File: config.mk
export PLATFORM = sky130hd
export DESIGN_NAME = sc_lfsr_sng
export DESIGN_NICKNAME = d
export VERILOG_FILES = /design/src/rtl/sc_lfsr_sng.sv
export SDC_FILE = /design/constraint.sdc
export NUM_CORES = 1
export LEC_CHECK = 0
export ABC_CLOCK_PERIOD_IN_PS = 5300
export CORE_ASPECT_RATIO = 1.2
export CORE_UTILIZATION = 55
export CTS_CLUSTER_DIAMETER = 60
export DETAILED_ROUTE_END_ITERATION = 12
export PLACE_DENSITY = 0.94
export SLEW_MARGIN = 20
export SYNTH_ARGS = -nofsm -noshare
export SYNTH_HDL_FRONTEND = slang
export SYNTH_SLANG_ARGS = --single-unit
File: constraint.sdc
create_clock -name clk -period 5.3 [get_ports clk]
set_input_delay 1.06 -clock clk [delete_from_list [all_inputs] [get_ports clk]]
set_output_delay 1.06 -clock clk [all_outputs]
set_load 0.005 [all_outputs]
File: src/rtl/sc_lfsr_sng.sv
// rtl/sc_lfsr_sng.sv - LFSR-based stochastic number generator with NUM_CH decorrelated channels
//
// Purpose: one maximal-length Fibonacci LFSR feeds NUM_CH rotated / optionally
// bit-reversed views. Each view is compared against a captured per-channel operand
// to emit one stochastic bit per channel for LEN samples per stream.
//
// Ports:
//   clk        clock
//   reset      asynchronous active-high reset
//   start      stream start request, sampled in IDLE only
//   seed_load  load seed into LFSR, honoured in IDLE only (seed=0 loads SEED_DEFAULT)
//   seed       seed value
//   enable     advance qualifier while running; low stalls the stream
//   x_in       channel operands, channel k at [k*WIDTH +: WIDTH]
//   rnd_out    registered random words, same packing as x_in
//   sc_bit     registered stochastic bits, one per channel
//   valid      rnd_out/sc_bit carry a new sample this cycle
//   busy       high while a stream is running or finishing
//   done       one-cycle pulse after the final sample
module sc_lfsr_sng #(
  parameter int               WIDTH        = 8,
  parameter logic [WIDTH-1:0] TAPS         = 'h71,
  parameter int               NUM_CH       = 2,
  parameter int               ROT          = 3,
  parameter int               FLIP_ODD     = 1,
  parameter int               LEN          = 255,
  parameter logic [WIDTH-1:0] SEED_DEFAULT = 'h80
) (
  input  logic                    clk,
  input  logic                    reset,
  input  logic                    start,
  input  logic                    seed_load,
  input  logic [WIDTH-1:0]        seed,
  input  logic                    enable,
  input  logic [NUM_CH*WIDTH-1:0] x_in,
  output logic [NUM_CH*WIDTH-1:0] rnd_out,
  output logic [NUM_CH-1:0]       sc_bit,
  output logic                    valid,
  output logic                    busy,
  output logic                    done
);

  typedef enum logic [1:0] {S_IDLE, S_RUN, S_DONE} state_t;

  localparam logic [WIDTH-1:0] LAST = WIDTH'(LEN - 1);

  state_t                  state_q, state_d;
  logic [WIDTH-1:0]        lfsr_q, lfsr_d;
  logic [WIDTH-1:0]        cnt_q, cnt_d;
  logic [NUM_CH*WIDTH-1:0] x_cap_q, x_cap_d;
  logic [NUM_CH*WIDTH-1:0] rnd_q, rnd_d;
  logic [NUM_CH-1:0]       sc_q, sc_d;
  logic                    valid_q, busy_q, done_q;

  logic                    lockup, sample, last_sample, fb;
  logic [NUM_CH*WIDTH-1:0] view_all;
  logic [NUM_CH-1:0]       lt_w;

  assign fb = ^(lfsr_q & TAPS);

  // Per-channel view: left-rotate by (k*ROT) mod WIDTH, then reverse odd channels.
  // Both are pure rewiring, so every view is a bijection of the LFSR state.
  for (genvar k = 0; k < NUM_CH; k++) begin : g_ch
    localparam int R = (k * ROT) % WIDTH;
    logic [WIDTH-1:0] rot_w;
    logic [WIDTH-1:0] view_w;
    for (genvar i = 0; i < WIDTH; i++) begin : g_bit
      assign rot_w[(i + R) % WIDTH] = lfsr_q[i];
      if (FLIP_ODD != 0 && (k % 2) == 1) begin : g_flip
        assign view_w[i] = rot_w[WIDTH-1-i];
      end else begin : g_pass
        assign view_w[i] = rot_w[i];
      end
    end
    assign view_all[k*WIDTH +: WIDTH] = view_w;
    assign lt_w[k] = (view_w < x_cap_q[k*WIDTH +: WIDTH]);
  end

  // State register
  always_ff @(posedge clk or posedge reset) begin
    if (reset) state_q <= S_IDLE;
    else       state_q <= state_d;
  end

  // Next-state logic
  always_comb begin
    state_d = state_q;
    case (state_q)
      S_IDLE:  if (start) state_d = S_RUN;
      S_RUN:   if (last_sample) state_d = S_DONE;
      S_DONE:  state_d = S_IDLE;
      default: state_d = S_IDLE;
    endcase
  end

  // Control and datapath next values
  always_comb begin
    // An all-zero LFSR would stick; recovering from it never counts as a sample.
    lockup      = (lfsr_q == '0);
    sample      = (state_q == S_RUN) && enable && !lockup;
    last_sample = sample && (cnt_q == LAST);

    lfsr_d = lfsr_q;
    if (lockup)
      lfsr_d = SEED_DEFAULT;
    else if (state_q == S_IDLE && seed_load)
      lfsr_d = (seed == '0) ? SEED_DEFAULT : seed;
    else if (sample)
      lfsr_d = {fb, lfsr_q[WIDTH-1:1]};

    cnt_d = cnt_q;
    if (sample) cnt_d = last_sample ? '0 : cnt_q + 1'b1;

    x_cap_d = x_cap_q;
    if (state_q == S_IDLE && start) x_cap_d = x_in;

    rnd_d = rnd_q;
    sc_d  = sc_q;
    if (sample) begin
      rnd_d = view_all;
      sc_d  = lt_w;
    end
  end

  always_ff @(posedge clk or posedge reset) begin
    if (reset) begin
      lfsr_q  <= SEED_DEFAULT;
      cnt_q   <= '0;
      x_cap_q <= '0;
      rnd_q   <= '0;
      sc_q    <= '0;
      valid_q <= 1'b0;
      busy_q  <= 1'b0;
      done_q  <= 1'b0;
    end else begin
      lfsr_q  <= lfsr_d;
      cnt_q   <= cnt_d;
      x_cap_q <= x_cap_d;
      rnd_q   <= rnd_d;
      sc_q    <= sc_d;
      valid_q <= sample;
      busy_q  <= (state_d != S_IDLE);
      done_q  <= (state_q == S_DONE);
    end
  end

  assign rnd_out = rnd_q;
  assign sc_bit  = sc_q;
  assign valid   = valid_q;
  assign busy    = busy_q;
  assign done    = done_q;

endmodule
==> qor.txt, run 1 <==
STA
-----------------------------------------------------------------------------------------------------------------
Setup TNS                                                                                                    0 ns
Minimum period implied by the final worst setup slack                                                     2.85 ns
RSZ-0062 raised after global routing                                                                        false
Final Skew                                                                                             0.00668 ns
Endpoints failing setup                                                                                         0
Top achievable clock speed                                                                                351 MHz
Final period utilization                                                                                    53.8%
Actual transition at the worst max-transition pin                                                        0.664 ns
Final Max Tran Viols                                                                                            0
Final hold vios                                                                                                 0
Remaining max-slew budget at the tightest pin                                                               55.6%

GLOBAL ROUTE
-----------------------------------------------------------------------------------------------------------------
Maximum number of pins on one net before global-route repair                                                   48
Number of antenna violations at the first check in global routing                                               0
Congestion Overflow GR                                                                                          0
Overall routing resource usage                                                                              23.5%
Global-route wire length before repair                                                                    8.46 mm
Via count of the first global-routing pass                                                                   1791

PWR
-----------------------------------------------------------------------------------------------------------------
Proportion of total power due to net switching                                                              33.6%
Internal power of the cells                                                                              0.887 mW
Switching power                                                                                          0.449 mW
Cell leakage power                                                                                        1.34 nW
Clk network pwr share                                                                                       20.2%
Pwr Density                                                                                            439 nW/um2
Worst IR drop on VDD                                                                                     0.206 mV
Combinational Power Share                                                                                   35.9%
Power share of the sequential group                                                                         43.9%

YOSYS
-----------------------------------------------------------------------------------------------------------------
Synth cell types                                                                                               46
Synth Warn #                                                                                                    0
Netlist Area Pre-Place                                                                                   2450 um2
Main combinational cell family by area after synthesis                                               simple AND/OR/NAND/NOR gates
Syn_nets                                                                                                      294
Post-Synthesis Cells                                                                                          248
#FFs+latches synth                                                                                             47
Arithmetic-cell share of the synthesized area counting full adders, half adders and majority gates          8.69%
Post-synthesis share of cell area spent on xor and xnor gates                                              0.716%
Compound-gate portion of the synthesized area                                                               15.2%
Fraction of synthesized area in multiplexers                                                                3.12%
Simple-Gate Fraction of Synth Area                                                                          16.2%
Part of the Yosys area used for sequential elements                                                         48.1%
Average footprint of a synthesized cell                                                                  9.87 um2

CLOCK NETWORK
-----------------------------------------------------------------------------------------------------------------
CTS Root Cell                                                                                            clkbuf_8
Clock tree from TritonCTS                                                                                   built
Number of post-CTS setup repair buffers                                                                         0
TritonCTS sink count                                                                                           47
Maximum level of the CTS H-tree                                                                                 2
Maximum count of clock buffers along a single path                                                              2
CTS Buf Count                                                                                                   5
Resized cells post-CTS                                                                                          0
Worst-skew pair later-pin latency                                                                         0.30 ns
Clock transition at the register clock pins on the worst setup and hold paths after CTS                   0.08 ns
Hold-fix buffer count after cts                                                                                 0

CRITICAL PATH
-----------------------------------------------------------------------------------------------------------------
Cell with the largest stage delay on the worst path                                                         or4_1
Maximum fanout encountered on the critical timing path                                                         18
CP endpoint kind                                                                                         register
Startpoint types                                                                                     primary input
Dominant delay contributor by cell family on the critical path                                       simple AND/OR/NAND/NOR gates
CP Class                                                                                             primary input to register
Required @ worst endpoint                                                                                 5.54 ns
Combined buffer and inverter count along the critical path                                                      2
Slowest stage delay, CP                                                                                   0.51 ns
Crit-path cells                                                                                      clkdlybuf4s50_1 > and3b_1 > o41ai_4 > buf_4 > or4_1 > nand3_1
WP data arrival                                                                                           3.10 ns

FLOORPLAN
-----------------------------------------------------------------------------------------------------------------
Starting Density                                                                                            57.4%
Die boundary width                                                                                        62.9 um
Floorplan die area                                                                                       4720 um2
Core region area                                                                                         4260 um2
Die Span Y                                                                                                75.1 um
Floorplan row count                                                                                            26
Boundary pin count                                                                                             50

PLACED DESIGN
-----------------------------------------------------------------------------------------------------------------
# placed instances                                                                                            340
DP HPWL                                                                                                   3.63 mm
Cell Area, Placed                                                                                        2930 um2
Buffers on Ports                                                                                               49
Routability cong.                                                                                           0.854

LAYOUT
-----------------------------------------------------------------------------------------------------------------
Final design instance area without fill                                                                  3040 um2
Synthesis-to-finish area growth                                                                             24.4%
Total number of nets in the final design                                                                      337
Layout cell share with drive strength beyond 1                                                              8.56%
Final standard cell count with taps included and fillers excluded                                             348
Antenna diode count                                                                                             0

DRT
-----------------------------------------------------------------------------------------------------------------
DR vias                                                                                                      1940
1st-iter DRT viols                                                                                             87
Total DRC errors in the routed layout                                                                           0
Vias per inst                                                                                                5.57
Post-detailed-route wirelength per cell                                                                   14.5 um
Remaining antenna violation count                                                                               0
Total wirelength of the detailed-routed design                                                            5.05 mm
Detailed-routing iteration count for the pre-antenna-repair pass                                                4

FLOW RUN
-----------------------------------------------------------------------------------------------------------------
Max-cap viol count                                                                                              0

STATUS
-----------------------------------------------------------------------------------------------------------------
Run status                                                                                           complete, no violations

MIN PATH
-----------------------------------------------------------------------------------------------------------------
Hold/Removal Path Class                                                                              register to register

power by group through the flow:
stage / combinational, mW / sequential (mW) / clock, mW
6_report: 0.480 / 0.586 / 0.271
5_1_grt: 0.541 / 0.601 / 0.287
4_1_cts: 0.481 / 0.585 / 0.273
3_5_place_dp: 0.471 / 0.593 / 0
3_3_place_gp: 0.445 / 0.586 / 0
2_1_floorplan: 0.311 / 0.554 / 0
cell usage in the layout, fill, tap and decap left out, types with 2 or more instances in the layout:
master,synthesis,final
clkdlybuf4s50_1,0,49
dfrtp_1,46,46
nand2_1,38,38
inv_1,23,22
o21ai_0,22,22
ha_1,17,17
nor2_1,15,15
a21oi_1,7,7
clkbuf_8,0,6
mux2_2,5,5
a21o_1,3,3
nand3_1,3,3
o211ai_1,3,3
or3b_2,3,3
o31ai_1,3,3
a211oi_1,3,3
a22oi_1,3,3
buf_4,9,3
a22o_1,2,2
and2_1,2,2
nand4_1,2,2
nor3b_1,3,2
o22ai_1,2,2
nor3_1,2,2
or4_1,2,2
a2111oi_0,2,2
mux2i_1,2,2
xnor2_1,2,2
flip-flops by register name (all words and copies together) (netlist names):
name / cells
valid: 1
cnt_q: 8
state_q: 2
done: 1
rnd_out: 8
busy: 1
x_cap_q: 16
sc_bit: 2
g_ch.rot_w: 8
final cells by class:
class / instances / area (um2)
clock inverter: 2 / 35.0
sequential: 47 / 1180
clock buffer: 6 / 82.6
multi-input combinational: 162 / 1080
inverter: 23 / 86.3
tap: 56 / 70.1
timing repair buffer: 52 / 513
fill: 294 / 1220
per-stage QoR:
step	power (mW)	util, %	setup slack, ns	hold slack [ns]
6_report	1.34	71.4	2.45	0.488
4_1_cts	1.34	71.4	2.46	0.491
5_1_grt	1.43	71.4	2.34	0.515
3_5_place_dp	1.06	68.7	2.15	0.480
3_3_place_gp	1.03	68.7	2.22	0.472
2_1_floorplan	0.864	-	3.13	0.454
synthesized netlist by cell type, drive strengths merged:
| master | instances | area share [%] |
|---|---|---|
| nand4 | 2 | 0.51 |
| and3 | 1 | 0.26 |
| dfstp | 1 | 1.1 |
| a21o | 3 | 0.92 |
| ha | 17 | 8.7 |
| dfrtp | 46 | 47 |
| a21oi | 7 | 1.4 |
| o32ai | 1 | 0.36 |
| a22o | 2 | 0.72 |
| nand2b | 1 | 0.26 |
| inv | 23 | 3.5 |
| nand3 | 3 | 0.61 |
| o21ai | 23 | 4.7 |
| clkbuf | 4 | 0.61 |
| nand2 | 38 | 5.8 |
| a22oi | 3 | 0.92 |
| nor3 | 3 | 0.82 |
| buf | 12 | 3.8 |
| a311oi | 1 | 0.36 |
| a211oi | 3 | 0.92 |
| o31ai | 3 | 0.92 |
| mux2i | 2 | 0.82 |
| o22ai | 2 | 0.51 |
| or4b | 1 | 0.56 |
| nor3b | 3 | 0.92 |
| and2 | 2 | 0.51 |
| or3 | 1 | 0.26 |
| o21bai | 1 | 0.31 |
| nor4 | 2 | 0.77 |
| nor2b | 1 | 0.26 |
| nor2 | 15 | 2.3 |
| o41ai | 2 | 1.5 |
| o211ai | 3 | 0.92 |
| xnor2 | 2 | 0.72 |
| nand3b | 1 | 0.31 |
| a2111oi | 2 | 0.72 |
| or3b | 3 | 1.1 |
| mux2 | 5 | 2.3 |
| or4 | 2 | 0.61 |
| and3b | 1 | 0.36 |
worst reg2reg max path, stage by stage, from the launching register on:
cell     delay (ns)
dfrtp_1        0.46
inv_1          0.12
ha_1           0.16
or4b_4         0.50
o41ai_4        0.57
buf_4          0.35
mux2_2         0.37
cells by family (layout without fill, tap and decap cells):
kind of cell,after synthesis,count (layout)
simple gates,80,80
compound gates,56,56
flops,47,47
buf+inv,39,83
fa+ha+maj,17,17
mux,7,7
xor+xnor,2,2
final timing paths:
check	startpoint	end	slack, ns	depth (start not counted)
worst max-delay path	enable	cnt_q[6]$_DFFE_PP0P_	2.45	6
worst min-delay path	cnt_q[7]$_DFFE_PP0P_	cnt_q[7]$_DFFE_PP0P_	0.49	1
worst max register to register	g_ch[0].rot_w[4]$_DFFE_PP0P_	rnd_out[13]$_DFFE_PP0P_	2.66	6
worst min register to register	cnt_q[7]$_DFFE_PP0P_	cnt_q[7]$_DFFE_PP0P_	0.49	1
max in group asynchronous	reset	state_q[0]$_DFF_PP0_	3.70	3
min in group asynchronous	reset	x_cap_q[5]$_DFFE_PP0P_	1.20	3
per-layer routing:
metal / vias up / GRT usage, % / part of all wire [%]
li1: 939 / - / -
met1: 924 / 29.4 / 43
met2: 65 / 39.7 / 50
met3: 12 / 4.70 / 4.2
met4: 0 / 11.1 / 2.4
met5: - / 0 / 0
Power figures use the tool's default switching activity.
==> inputs of run 2 (changes only) <==
Settings changed: ABC_CLOCK_PERIOD_IN_PS 5300 to 2560, CORE_UTILIZATION 55 to 46, PLACE_DENSITY 0.94 to 0.85.
Clock period 5.3 ns to 2.56 ns, I/O delays scaled along.
==> qor.txt, run 2 (same netlist as run 1, synthesis figures left out) <==
STA
------------------------------------------------------------------------------------------------------
Remaining max-slew budget at the tightest pin                                                    48.0%   -7.5 points
Final Skew                                                                                  0.00909 ns   +0.00241 ns
Endpoints failing setup                                                                              0   unchanged
Final hold vios                                                                                      0   unchanged
Minimum period implied by the final worst setup slack                                          2.29 ns
Actual transition at the worst max-transition pin                                             0.775 ns   +0.111 ns
Top achievable clock speed                                                                     437 MHz
RSZ-0062 raised after global routing                                                             false
Minimum hold slack                                                                            0.494 ns   +0.00594 ns
Minimum setup slack in the final design                                                       0.270 ns   -2.18 ns
Setup TNS                                                                                         0 ns   unchanged
Final Max Tran Viols                                                                                 0   unchanged
Final period utilization                                                                         89.5%

PWR
------------------------------------------------------------------------------------------------------
Proportion of total power due to net switching                                                   32.9%   -0.72 points
Switching power                                                                               0.915 mW   +100%
Pwr Density                                                                                 898 nW/um2   +100%
Combinational Power Share                                                                        37.8%   +1.9 points
Overall power after layout                                                                     2.78 mW   +110%
Internal power of the cells                                                                    1.87 mW   +110%
Clk network pwr share                                                                            20.0%   -0.2 points
Power share of the sequential group                                                              42.2%   -1.7 points
Cell leakage power                                                                             1.37 nW   +2.2%
Worst IR drop on VDD                                                                          0.433 mV   +110%

MIN PATH
------------------------------------------------------------------------------------------------------
Worst Min Path Start                                                                      sc_bit[1]$_DFFE_PP0P_
Hold Path Depth                                                                                      2   +1
Hold/Removal Path Class                                                                   register to register
Hold path endpoint                                                                        sc_bit[1]$_DFFE_PP0P_

DRT
------------------------------------------------------------------------------------------------------
Post-detailed-route wirelength per cell                                                        13.7 um   -5.6%
Detailed-routing iteration count for the pre-antenna-repair pass                                     4   unchanged
Total wirelength of the detailed-routed design                                                 4.89 mm   -3.2%
Total DRC errors in the routed layout                                                                0   unchanged
DR vias                                                                                           1921   -0.98%
1st-iter DRT viols                                                                                  65   -25%
Remaining antenna violation count                                                                    0   unchanged
Vias per inst                                                                                     5.38   -3.5%

LAYOUT
------------------------------------------------------------------------------------------------------
Sequential standard cell area                                                                 1180 um2   unchanged
Layout cell share with drive strength beyond 1                                                   10.1%   +1.5 points
Final-layout fill cell count                                                                       421   +43%
Commonest cells after routing, fill and taps aside                                        clkdlybuf4s50_1, dfrtp_1, nand2_1, inv_1, o21ai_0
Final standard cell count with taps included and fillers excluded                                  357   +2.6%
Final core utilization                                                                           61.9%   -9.6 points
Footprint of the multi-input gates                                                            1080 um2   unchanged
Final design instance area without fill                                                       3100 um2   +1.8%
Most common library cell in the layout ignoring fill and taps                             clkdlybuf4s50_1
Antenna diode count                                                                                  0   unchanged
Register bank with the most flops                                                              x_cap_q
Total number of nets in the final design                                                           342   +1.5%
Number of flip-flops under the largest register name                                                16   unchanged
Synthesis-to-finish area growth                                                                  26.6%

PLACED DESIGN
------------------------------------------------------------------------------------------------------
Routability cong.                                                                                0.818   -4.2%
Worst setup slack before clock tree synthesis                                                 0.279 ns   -1.87 ns
# placed instances                                                                                 349   +2.6%
Cell Area, Placed                                                                             2980 um2   +1.9%
DP HPWL                                                                                        3.68 mm   +1.3%
Buffers on Ports                                                                                    49   unchanged

CRITICAL PATH
------------------------------------------------------------------------------------------------------
CP endpoint kind                                                                              register
Startpoint types                                                                              register
Required @ worst endpoint                                                                      2.75 ns   -2.79 ns
Maximum fanout encountered on the critical timing path                                              13   -5
R2r startpoint                                                                            g_ch[0].rot_w[4]$_DFFE_PP0P_
CP Class                                                                                  register to register
WP data arrival                                                                                2.48 ns   -0.62 ns
Minimum setup slack among reg-to-reg paths                                                     0.27 ns   -2.39 ns
Endpoint of the lowest-slack register-to-register path                                    rnd_out[14]$_DFFE_PP0P_
Cell depth of the worst flop-to-flop path                                                            6   unchanged

CLOCK NETWORK
------------------------------------------------------------------------------------------------------
Maximum count of clock buffers along a single path                                                   2   unchanged
Clock transition at the register clock pins on the worst setup and hold paths after CTS        0.09 ns   about the same
CTS Buf Count                                                                                        5   unchanged
CTS Root Cell                                                                                 clkbuf_8
Hold-fix buffer count after cts                                                                      0   unchanged
Maximum level of the CTS H-tree                                                                      2   unchanged
Worst-skew pair later-pin latency                                                              0.30 ns   about the same
Clock tree from TritonCTS                                                                        built
TritonCTS sink count                                                                                47   unchanged
Resized cells post-CTS                                                                               0   unchanged
Number of post-CTS setup repair buffers                                                              0   unchanged

FLOORPLAN
------------------------------------------------------------------------------------------------------
Die Span Y                                                                                     81.9 um   +9.1%
Boundary pin count                                                                                  50   unchanged
Floorplan row count                                                                                 28   +7.7%
Floorplan die area                                                                            5620 um2   +19%
Starting Density                                                                                 48.9%   -8.6 points
Die boundary width                                                                             68.6 um   +9.0%
Core region area                                                                              5010 um2   +18%

GLOBAL ROUTE
------------------------------------------------------------------------------------------------------
Global-route wire length before repair                                                         8.20 mm   -3.1%
Congestion Overflow GR                                                                               0   unchanged
Number of antenna violations at the first check in global routing                                    0   unchanged
Overall routing resource usage                                                                   20.1%   -3.4 points
Via count of the first global-routing pass                                                        1863   +4.0%
Maximum number of pins on one net before global-route repair                                        31   -35%

FLOW RUN
------------------------------------------------------------------------------------------------------
Max-cap viol count                                                                                   0   unchanged

STATUS
------------------------------------------------------------------------------------------------------
Run status                                                                                complete, no violations

## run 2: cell count changes in the layout (fill, tap and decap cells not counted), sizes merged
cell,before,now
buf,3,8
## run 2: per-layer routing
layer	part of all wire, %	GRT usage, %	vias to the layer above
li1	-	-	947
met3	4.8	3.47	16
met5	0	0	-
met4	3.2	12.7	0
met2	49	32.2	58
met1	43	24.6	900
## run 2: how the worst max path moves through the flow
stage | startpoint | to | depth (start not counted) | slack, ns
3_3_place_gp | g_ch[0].rot_w[4]$_DFFE_PP0P_ | rnd_out[14]$_DFFE_PP0P_ | 6 | 0.35
3_5_place_dp | g_ch[0].rot_w[4]$_DFFE_PP0P_ | rnd_out[14]$_DFFE_PP0P_ | 6 | 0.28
5_1_grt | g_ch[0].rot_w[4]$_DFFE_PP0P_ | rnd_out[14]$_DFFE_PP0P_ | 6 | 0.18
4_1_cts | g_ch[0].rot_w[4]$_DFFE_PP0P_ | rnd_out[14]$_DFFE_PP0P_ | 6 | 0.26
6_report | g_ch[0].rot_w[4]$_DFFE_PP0P_ | rnd_out[14]$_DFFE_PP0P_ | 6 | 0.27
2_1_floorplan | g_ch[0].rot_w[5]$_DFFE_PP0P_ | rnd_out[11]$_DFFE_PP0P_ | 6 | 0.61
## run 2: critical path, stage by stage (launching register included)
cell and delay [ns]:
dfrtp_1 0.44, inv_1 0.10, ha_1 0.14, or4b_4 0.49, o41ai_4 0.40, buf_4 0.28
mux2_2 0.34
## run 2: final cells by class
| type | count | share of cell area (%) |
|---|---|---|
| repair buffers | 57 | 18.2 |
| flip-flops and latches | 47 | 38.0 |
| clock inverters | 2 | 1.13 |
| inverters | 23 | 2.79 |
| well taps | 60 | 2.42 |
| clock buffers | 6 | 2.66 |
| multi-input cells | 162 | 34.8 |
## run 2: power by group through the flow
stage	Clock (mW)	Sequential, mW	Combinational (mW)
6_report	0.557	1.17	1.05
4_1_cts	0.566	1.17	1.06
5_1_grt	0.602	1.21	1.18
2_1_floorplan	0	1.15	0.643
3_5_place_dp	0	1.19	1.04
3_3_place_gp	0	1.18	0.999
==> inputs of run 3 (changes only) <==
Settings changed: CAP_MARGIN set to 15, PLACE_DENSITY 0.85 to 0.77.
==> qor.txt, run 3 (same netlist as run 1, synthesis figures left out) <==
CLOCK NETWORK
------------------------------------------------------------------------------------------------------
Worst-skew pair later-pin latency                                                              0.30 ns   about the same
TritonCTS sink count                                                                                47   unchanged
Clock transition at the register clock pins on the worst setup and hold paths after CTS        0.09 ns   about the same
CTS Root Cell                                                                                 clkbuf_8
Resized cells post-CTS                                                                               0   unchanged
CTS Buf Count                                                                                        5   unchanged
Clock tree from TritonCTS                                                                        built
Maximum level of the CTS H-tree                                                                      2   unchanged
Maximum count of clock buffers along a single path                                                   2   unchanged
Hold-fix buffer count after cts                                                                      0   unchanged
Number of post-CTS setup repair buffers                                                              0   unchanged

STA
------------------------------------------------------------------------------------------------------
RSZ-0062 raised after global routing                                                             false
Setup TNS                                                                                         0 ns   unchanged
Final period utilization                                                                         84.6%   -4.9 points
Final Skew                                                                                  0.00554 ns   -0.00355 ns
Final hold vios                                                                                      0   unchanged
Final Max Tran Viols                                                                                 0   unchanged
Actual transition at the worst max-transition pin                                             0.891 ns   +0.116 ns
Endpoints failing setup                                                                              0   unchanged
Top achievable clock speed                                                                     462 MHz   +5.8%
Remaining max-slew budget at the tightest pin                                                    40.2%   -7.8 points
Minimum period implied by the final worst setup slack                                          2.17 ns   -0.125 ns

GLOBAL ROUTE
------------------------------------------------------------------------------------------------------
Overall routing resource usage                                                                   20.6%   +0.54 points
Number of antenna violations at the first check in global routing                                    0   unchanged
Maximum number of pins on one net before global-route repair                                        31   unchanged
Congestion Overflow GR                                                                               0   unchanged
Via count of the first global-routing pass                                                        1790   -3.9%
Global-route wire length before repair                                                         8.39 mm   +2.4%

PLACED DESIGN
------------------------------------------------------------------------------------------------------
Buffers on Ports                                                                                    49   unchanged
Routability cong.                                                                                0.788   -3.8%
DP HPWL                                                                                        3.72 mm   +1.2%

DRT
------------------------------------------------------------------------------------------------------
Total DRC errors in the routed layout                                                                0   unchanged
Remaining antenna violation count                                                                    0   unchanged
Post-detailed-route wirelength per cell                                                        14.0 um   +2.4%
DR vias                                                                                           1878   -2.2%
Detailed-routing iteration count for the pre-antenna-repair pass                                     4   unchanged
Total wirelength of the detailed-routed design                                                 4.97 mm   +1.8%
1st-iter DRT viols                                                                                 129   +98%
Vias per inst                                                                                     5.29   -1.7%

LAYOUT
------------------------------------------------------------------------------------------------------
Synthesis-to-finish area growth                                                                  25.3%
Commonest cells after routing, fill and taps aside                                        clkdlybuf4s50_1, dfrtp_1, nand2_1, inv_1, o21ai_0
Register bank with the most flops                                                              x_cap_q
Layout cell share with drive strength beyond 1                                                   9.15%   -0.95 points
Total number of nets in the final design                                                           340   -0.58%
Most common library cell in the layout ignoring fill and taps                             clkdlybuf4s50_1
Antenna diode count                                                                                  0   unchanged
Number of flip-flops under the largest register name                                                16   unchanged

CRITICAL PATH
------------------------------------------------------------------------------------------------------
Cell depth of the worst flop-to-flop path                                                            7   +1
WP data arrival                                                                                2.34 ns   -0.14 ns
Maximum fanout encountered on the critical timing path                                               7   -6
Cell with the largest stage delay on the worst path                                             or4b_4
CP endpoint kind                                                                              register
Crit-path cells                                                                           inv_1 > ha_1 > or4b_4 > o41ai_4 > buf_4 > nand2b_1 > o21ai_0
Slowest stage delay, CP                                                                        0.48 ns   about the same
Startpoint types                                                                              register
CP Class                                                                                  register to register
Required @ worst endpoint                                                                      2.74 ns   about the same

FLOORPLAN
------------------------------------------------------------------------------------------------------
Boundary pin count                                                                                  50   unchanged
Floorplan row count                                                                                 28   unchanged
Die boundary width                                                                             68.6 um   unchanged
Floorplan die area                                                                            5620 um2   unchanged
Core region area                                                                              5010 um2   unchanged
Die Span Y                                                                                     81.9 um   unchanged
Starting Density                                                                                 48.9%   unchanged

STATUS
------------------------------------------------------------------------------------------------------
Run status                                                                                complete, no violations

PWR
------------------------------------------------------------------------------------------------------
Overall power after layout                                                                     2.68 mW   -3.7%
Cell leakage power                                                                             1.35 nW   -1.4%
Worst IR drop on VDD                                                                          0.368 mV   -15%
Pwr Density                                                                                 874 nW/um2   -2.6%

FLOW RUN
------------------------------------------------------------------------------------------------------
Max-cap viol count                                                                                   0   unchanged

MIN PATH
------------------------------------------------------------------------------------------------------
Hold/Removal Path Class                                                                   register to register
Hold Path Depth                                                                                      1   -1

==> run 3: per-layer routing <==
| layer | GRT usage [%] | routed length [um] |
|---|---|---|
| met3 | 3.89 | 168 |
| met2 | 34.1 | 2440 |
| met1 | 26.1 | 2290 |
| met4 | 8.33 | 80 |
| met5 | 0 | 0 |
==> run 3: final timing paths <==
check                                                  start                           end  slack [ns]
worst max-delay path            g_ch[0].rot_w[4]$_DFFE_PP0P_          cnt_q[0]$_DFFE_PP0P_        0.39
worst min-delay path                  x_cap_q[0]$_DFFE_PP0P_        x_cap_q[0]$_DFFE_PP0P_        0.51
worst max register to register  g_ch[0].rot_w[4]$_DFFE_PP0P_          cnt_q[0]$_DFFE_PP0P_        0.39
worst min register to register        x_cap_q[0]$_DFFE_PP0P_        x_cap_q[0]$_DFFE_PP0P_        0.51
max in group asynchronous                              reset  g_ch[0].rot_w[3]$_DFFE_PP0P_        1.40
min in group asynchronous                              reset        x_cap_q[6]$_DFFE_PP0P_        0.60
==> run 3: stage by stage <==
| stage | setup slack (ns) | utilization (%) | instance area, um2 | std cells | hold WS, ns |
|---|---|---|---|---|---|
| 3_5_place_dp | 0.388 | 59.2 | 2970 | 347 | 0.490 |
| 3_3_place_gp | 0.500 | 59.2 | 2970 | 347 | 0.476 |
| 5_1_grt | 0.240 | 61.2 | 3070 | 355 | 0.529 |
| 6_report | 0.395 | 61.2 | 3070 | 355 | 0.506 |
| 4_1_cts | 0.389 | 61.2 | 3070 | 355 | 0.510 |
| 2_1_floorplan | 0.611 | - | 2450 | 248 | 0.454 |
==> run 3: power breakdown <==
group          internal [mW]  switching (mW)
combinational          0.574           0.409
sequential             0.956           0.254
clock                  0.247           0.241
==> run 3: area by class of cell <==
| type | count | area, um2 |
|---|---|---|
| repair buffers | 55 | 548 |
| multi-input cells | 162 | 1080 |
| inverters | 23 | 86.3 |
| fillers | 438 | 1940 |
| well taps | 60 | 75.1 |
| flip-flops and latches | 47 | 1180 |
| clock buffers | 8 | 100 |
==> run 3: worst max-delay path: cells and delay by family, from the launching register on <==
family,cells,cell delay (ns)
adders and majority gates,1,0.13
and+or+nand+nor,2,0.62
buffers and inverters,2,0.33
AOI/OAI and AO/OA,2,0.52
DFF,1,0.44
